--- config.mk ---
export PLATFORM = sky130hd
export DESIGN_NAME = gpu_cmd_feeder
export DESIGN_NICKNAME = d
export VERILOG_FILES = /design/src/rtl/gpu_cmd_feeder.sv
export SDC_FILE = /design/constraint.sdc
export NUM_CORES = 1
export LEC_CHECK = 0
export ABC_CLOCK_PERIOD_IN_PS = 6200
export BUFFER_PORTS_ARGS = -buffer_cell sky130_fd_sc_hd__buf_2
export CAP_MARGIN = 20
export CELL_PAD_IN_SITES_DETAIL_PLACEMENT = 1
export CELL_PAD_IN_SITES_GLOBAL_PLACEMENT = 2
export CORE_AREA = 2 2 154 156
export CTS_CLUSTER_DIAMETER = 40
export CTS_CLUSTER_SIZE = 20
export DETAILED_ROUTE_END_ITERATION = 8
export DIE_AREA = 0 0 156 158
export GPL_ROUTABILITY_DRIVEN = 0
export GPL_TIMING_DRIVEN = 0
export PLACE_DENSITY_LB_ADDON = 0.1
export SLEW_MARGIN = 25
export SYNTH_ARGS = -nofsm -noshare
export SYNTH_HDL_FRONTEND = slang
export SYNTH_SLANG_ARGS = --single-unit
--- constraint.sdc ---
create_clock -name clk -period 6.2 [get_ports clk]
set_input_delay 0.62 -clock clk [delete_from_list [all_inputs] [get_ports clk]]
set_output_delay 0.62 -clock clk [all_outputs]
set_load 0.02 [all_outputs]
--- src/rtl/gpu_cmd_feeder.sv ---
// gpu_cmd_feeder: buffers CPU command/parameter pairs and serialises them onto
// the GPU's handshake-free cpuline slot protocol (cmd, param, exec | NOP, x).
// Optional build macro GPU_FEED_FILTER_EN drops pushes of unsupported opcodes
// (anything outside 0x00C0..0x00C6) and flags them on the sticky bad_cmd.
module gpu_cmd_feeder #(
  parameter int unsigned DEPTH  = 8,
  parameter int unsigned ADDR_W = 3
) (
  input  logic              clk,
  input  logic              reset,
  input  logic              wr_en,
  input  logic [15:0]       wr_cmd,
  input  logic [15:0]       wr_param,
  output logic              full,
  output logic              empty,
  output logic [ADDR_W:0]   level,
  output logic              busy,
  output logic              overflow,
  output logic              bad_cmd,
  output logic [15:0]       cpuline
);

  // Each state names the word the GPU samples at the coming edge.
  typedef enum logic [1:0] {
    S_CMD   = 2'd0,
    S_PARAM = 2'd1,
    S_EXEC  = 2'd2
  } state_t;

  state_t            state_q, state_d;
  logic              real_q, real_d;
  logic [ADDR_W-1:0] rd_ptr_q, rd_ptr_d;
  logic [ADDR_W-1:0] wr_ptr_q, wr_ptr_d;
  logic [ADDR_W:0]   level_q, level_d;
  logic              overflow_q, overflow_d;
  logic              bad_cmd_q, bad_cmd_d;
  logic [31:0]       mem_q [DEPTH];

  logic [31:0]       head;
  logic              pop;
  logic              push_ok;
  logic              cmd_legal;

  assign head  = mem_q[rd_ptr_q];
  assign full  = (level_q == (ADDR_W+1)'(DEPTH));
  assign empty = (level_q == '0);
  assign level = level_q;
  // Idle NOP slots do not count as work in progress.
  assign busy  = !empty || (state_q == S_EXEC) || ((state_q == S_PARAM) && real_q);
  assign overflow = overflow_q;
  assign bad_cmd  = bad_cmd_q;

  // Opcode filter: legal range only when the filter is built in.
  always_comb begin
`ifdef GPU_FEED_FILTER_EN
    cmd_legal = (wr_cmd >= 16'h00C0) && (wr_cmd <= 16'h00C6);
`else
    cmd_legal = 1'b1;
`endif
  end

  // Phase FSM: next state, real flag, pop strobe and cpuline decode.
  always_comb begin
    state_d = state_q;
    real_d  = real_q;
    pop     = 1'b0;
    cpuline = '0;
    case (state_q)
      S_CMD: begin
        if (!empty) begin
          cpuline = head[31:16];
          real_d  = 1'b1;
        end else begin
          real_d  = 1'b0;
        end
        state_d = S_PARAM;
      end
      S_PARAM: begin
        if (real_q) begin
          cpuline = head[15:0];
          pop     = 1'b1;
          state_d = S_EXEC;
        end else begin
          state_d = S_CMD;
        end
      end
      S_EXEC:  state_d = S_CMD;
      default: state_d = S_CMD;
    endcase
  end

  // FIFO bookkeeping: push acceptance, pointers, level and sticky flags.
  always_comb begin
    push_ok    = wr_en && cmd_legal && (!full || pop);
    overflow_d = overflow_q || (wr_en && cmd_legal && full && !pop);
    bad_cmd_d  = bad_cmd_q || (wr_en && !cmd_legal);
    wr_ptr_d   = push_ok ? wr_ptr_q + ADDR_W'(1) : wr_ptr_q;
    rd_ptr_d   = pop ? rd_ptr_q + ADDR_W'(1) : rd_ptr_q;
    level_d    = level_q;
    case ({push_ok, pop})
      2'b10:   level_d = level_q + (ADDR_W+1)'(1);
      2'b01:   level_d = level_q - (ADDR_W+1)'(1);
      default: level_d = level_q;
    endcase
  end

  // State and control registers with synchronous reset.
  always_ff @(posedge clk) begin
    if (reset) begin
      state_q    <= S_CMD;
      real_q     <= 1'b0;
      rd_ptr_q   <= '0;
      wr_ptr_q   <= '0;
      level_q    <= '0;
      overflow_q <= 1'b0;
      bad_cmd_q  <= 1'b0;
    end else begin
      state_q    <= state_d;
      real_q     <= real_d;
      rd_ptr_q   <= rd_ptr_d;
      wr_ptr_q   <= wr_ptr_d;
      level_q    <= level_d;
      overflow_q <= overflow_d;
      bad_cmd_q  <= bad_cmd_d;
    end
  end

  // Entry storage; contents need no reset since level gates visibility.
  always_ff @(posedge clk) begin
    if (push_ok && !reset) begin
      mem_q[wr_ptr_q] <= {wr_cmd, wr_param};
    end
  end

endmodule

; Word-level counts from Yosys, hierarchy flattened
; Memories as Yosys holds them, arrays and structs flattened. A register that Yosys moved wholly into a read port is not among the register bits.
; Index checks and enable logic that the tools add are counted.
[totals]
ff_bits = 14
mem_bits_rw = 256
in_bits = 35
output_inout_bits = 25
elab_cells = 45
mem_count = 1
[mem_list]
columns = memory, depth, width, read_ports, rd_clocked_by_memory_dff, wr, line
row1 = mem_q, 8, 32, 1, 1, 1, 37  ; logic [31:0] mem_q [DEPTH];
[classes]
add_sub_neg = 4
n_eq_ne = 5
muxes = 13
reduce_logical = 16
[op_table]
columns = op, n
row1 = 16-bit 2-to-1 mux, 2
row2 = 16-bit case mux with 2 select lines, 1
row3 = 4-bit case mux with 2 select lines, 1
row4 = 3-bit by 1-bit adder with 3-bit output (second input constant), 2
row5 = 3-bit 2-to-1 mux, 2
row6 = 1-bit logical AND, 5
row7 = 1-bit 2-to-1 mux, 5
row8 = 4-bit by 1-bit adder with 4-bit output (second input constant), 1
row9 = 2-bit by 1-bit == test with 1-bit output (second input constant), 2
row10 = 2-bit == test (second input constant), 2
row11 = 4-bit == test (second input constant), 1
row12 = 1-bit logical NOT, 4
row13 = 4-bit logical NOT, 1
row14 = 1-bit logical OR, 4
row15 = 2-bit case mux with 2 select lines, 1
row16 = 4-bit by 1-bit subtractor with 4-bit output (second input constant), 1
row17 = 2-bit logical NOT, 1
row18 = 2-bit 2-to-1 mux, 1
row19 = 2-bit nonzero test, 1

; Longest topological paths before layout
[logic_depth]
word_depth = 7
depth_mapped = 8
ltp_nobuf = 7

; Worst setup path before layout
; Ideal clock, no wire load.
[synth_timing]
path_type = flip-flop to flip-flop
startpoint = register level_q[1] (netlist: level[1])
endpoint = memory mem_q[0][0] (enable)
setup_ns = 0.502
t_arrival_ns = 4.514
slack_ns = 1.184
path_stages_with_launch = 6
synth_period_minus_slack_ns = 5.016
path_cell_list = dfxtp_1 > or4b_2 > inv_1 > a21boi_0 > nand2b_1 > nor4_1
[synth_between]
elab_chain_len = 7
[synth_lines]
columns = element, line
row1 = start: declaration, 34  ; logic [ADDR_W:0] level_q, level_d;
row2 = start signal: assignment, 122  ; level_q <= level_d;
row3 = 4-bit == test, 45  ; assign full = (level_q == (ADDR_W+1)'(DEPTH));
row4 = named net full, 14  ; output logic full,
row5 = 1-bit logical NOT, 94  ; push_ok = wr_en && cmd_legal && (!full || pop);
row6 = 1-bit logical OR, 94
row7 = 1-bit logical AND, 94
row8 = 1-bit logical AND, 130  ; if (push_ok && !reset) begin
row9 = 1-bit 2-to-1 mux, 130
row10 = 1-bit 2-to-1 mux (not written as such), 131  ; mem_q[wr_ptr_q] <= {wr_cmd, wr_param};
row11 = end: declaration, 37
; The timed path passes the listed nets, and every way through them passes these cells.

==> results by group <==
Run status
  • Status: complete, no violations

STA
  • RSZ-0062 raised after global routing: false
  • Hold_ws: about 0.38 ns
  • Worst slew pin tran: roughly 1 ns
  • Final setup fails: 0
  • Pins Over Slew Limit: 0
  • Fin. Hold Viols: 0
  • Final worst path period need: roughly 3.7 ns
  • Final clock skew: approximately 0.017 ns
  • FMAX: 270.3 MHz
  • Final period util: 0.5968
  • Slack of the critical path: between 2 and 3 ns
  • Max transition margin: 0.3460

Cells and area
  • # diodes: 0
  • FILL cells: about 2100
  • Layout area overhead: 20.99%
  • Layout cells sized above 1: 0.3416
  • Final core occ: 0.5585
  • Layout Nets: 700

Placement
  • Post-DP HPWL: about 17 mm
  • Pre-CTS setup slack: 2.672 ns
  • Port Buffers: 57

Critical path
  • Worst Path Buf+Inv: 4
  • Worst setup EP type: primary output
  • CP required: between 5 and 6 ns
  • R2r worst-path depth: 7
  • Critical R2R Capture: mem_q[0][7]
  • Cell mode on critical path: buf_2
  • Worst path max stage delay: around 0.65 ns
  • CP Max Fanout: 10
  • RR Startpoint: state_q[1]
  • R2R Setup Slk: 2.84 ns
  • Cell family with most CP delay: buffers and inverters
  • CP arrival: 3.08 ns
  • Nature of the critical path startpoint: flip-flop
  • Critical path class: reg -> out
  • Crit-path cells: clkbuf_1, buf_2, buf_1, mux4_2, a22oi_1, o211ai_1, buf_2
  • Critical-path top delay cell: buf_1

Logic synthesis
  • Part of the Yosys area used for sequential elements: 0.7544
  • Yosys warning count: 0
  • Post-synthesis compound-gate area fraction: 0.04597
  • Top cells by count, synth: 256 x edfxtp_1, 48 x mux4_2, 32 x mux2i_1
  • Main combinational cell family by area after synthesis: multiplexers
  • Synth Flop Type: edfxtp_1
  • Mean Syn Cell Area: ~20 µm²
  • Library cells used by synthesis: 43
  • Adder and majority cell fraction of the synthesized area: 0.003527
  • XOR/XNOR share of the synthesized area: 0.002469
  • Most common cell in the netlist: edfxtp_1
  • Synth top area share: 0.7224
  • Asr flop ratio synth: 0
  • Simple-gate share of the synthesized area: 0.03974
  • Seq cells post-synth: between 200 and 300
  • Netlist Area Pre-Place: approximately 0.011 mm²
  • EDFF count, synth: 256
  • Syn Nets: 574
  • Top cells by area, synth: edfxtp_1 72%, mux4_2 10%, dfxtp_1 3.2%
  • Synth Instances: 536
  • Proportion of synthesized area in mux cells: 0.1327
  • Synth area leader: edfxtp_1

Clocking
  • H-tree levels: 2
  • Clock tree from TritonCTS: yes
  • Hold buffers post-CTS: 0
  • Clock transition at path regs: approximately 0.06 ns
  • TritonCTS buffer count: 36
  • Clock root cell: clkbuf_16
  • Post-CTS Setup Bufs: 0
  • Clock latency on the worst-skew pair: between 0.5 and 0.6 ns
  • CTS resizes: 0
  • CTS sink count: 273
  • Deepest clock path buffer count: 3

Power and ir drop
  • Worst VDD drop: around 250 µV
  • Pleak: about 0.0043 µW
  • Tot Pwr: 4394 µW
  • Pwr dens: about 340 mW/mm²

Floorplan
  • Starting Density: 0.4616
  • Die area: 0.02465 mm²
  • Row cnt: 56
  • Core Region: ~0.023 mm²
  • # IOs: 60
  • Die W: 156 µm
  • Die height: about 160 µm

Min path
  • HP Start: wr_cmd[5]
  • End of the worst hold path: mem_q[5][21]
  • Hold depth: 1
  • Hold WC Path Type: in -> reg

Detailed routing
  • DR vias/cell: a little under 6
  • Routed WL: roughly 25 mm
  • DRC viols: 0
  • Number of routed nets with antenna violations: 0
  • Iter 0 DRT Violations: roughly 310
  • 1st-pass router iterations: 5
  • Wire per inst: around 26 µm
  • Vias: 5643

Global route
  • Largest net degree at the start of global routing: 18
  • Total gr overflow: 0
  • Initial antenna violation count: 0
  • GRT Total Usage: 0.2156
  • Global-route wire length before repair: ~38 mm
  • Vias in the first global route: around 6000

Job
  • Maximum capacitance violations: 0
==> cell usage in the layout, fill, tap and decap left out, types with 5 or more instances in the layout <==
cell type    n
o211ai_1     7
edfxtp_1   256
buf_6        8
mux4_2      48
buf_4       17
nand2_1     16
a22oi_1     23
nor3_1       5
buf_2       76
nor2_1      11
mux2i_1     32
a221o_1      9
clkbuf_1    11
nand3_1     11
a22o_2       6
and3_1      10
clkbuf_16   37
dfxtp_1     17
a21oi_1      7
==> worst register-to-register path, delay by kind of cell (launching register included) <==
family / cells / cell delay [ns]
buf+inv: 3 / 0.79
simple gates: 3 / 1.33
compound gates: 1 / 0.61
flops: 1 / 0.35
==> through the flow <==
stage | instance area [µm²] | setup TNS [ns] | cells
floorplan | 10640 | 0 | 536
global placement | 11290 | -211.75 | 883
detailed placement | 11660 | 0 | 914
CTS | 12870 | 0 | 978
global route | 12870 | 0 | 978
finish | 12870 | 0 | 978
==> report_power, final <==
| part | switching, µW | internal [µW] |
|---|---|---|
| sequential | 12.1 | 2040 |
| combinational | 157 | 107 |
| clock | 793 | 1280 |
==> cell families (layout without fill, tap and decap cells) <==
family                     count (synthesis)  in the layout
muxes                                     81             81
adders and majority gates                  3              3
xor gates and xnor gates                   3              3
other                                      1              1
DFF                                      273            273
and+or+nand+nor                           80             80
buffers and inverters                     32            184
AOI/OAI and AO/OA                         63             63
==> registers in the layout, summed over array words and instances (netlist names), named ones only <==
| register | flops |
|---|---|
| level | 4 |
| mem_q | 256 |
| overflow | 1 |
| rd_ptr_q | 3 |
| real_q | 1 |
| state_q | 2 |
| wr_ptr_q | 3 |
==> layer usage <==
metal  share of wire  global-route usage  vias up
met4           0.025             0.06378        0
met3           0.041             0.03860       50
met1            0.43              0.2842     2987
met2            0.51              0.3698      126
li1                -                   -     2480
met5               0                   0        -
==> final cells by class <==
| class | count | area [µm²] | area share |
|---|---|---|---|
| inverter | 2 | 7.507 | 0.0005831 |
| buffer | 30 | 214.0 | 0.01662 |
| tap | 290 | 362.8 | 0.02818 |
| clock buffer | 42 | 944.7 | 0.07337 |
| multi-input combinational | 231 | 2445 | 0.1899 |
| timing repair buffer | 88 | 600.6 | 0.04665 |
| sequential | 273 | 8028 | 0.6235 |
| clock inverter | 22 | 272.8 | 0.02119 |
==> worst max path at each step <==
stage	end	start	depth (start not counted)
floorplan	mem_q[0][0]	level[1]	5
global placement	mem_q[0][14]	wr_en	4
detailed placement	mem_q[0][14]	wr_en	7
CTS	cpuline[13]	flip-flop	7
global route	cpuline[13]	flip-flop	7
finish	cpuline[13]	flip-flop	7
Power figures use the tool's default switching activity.
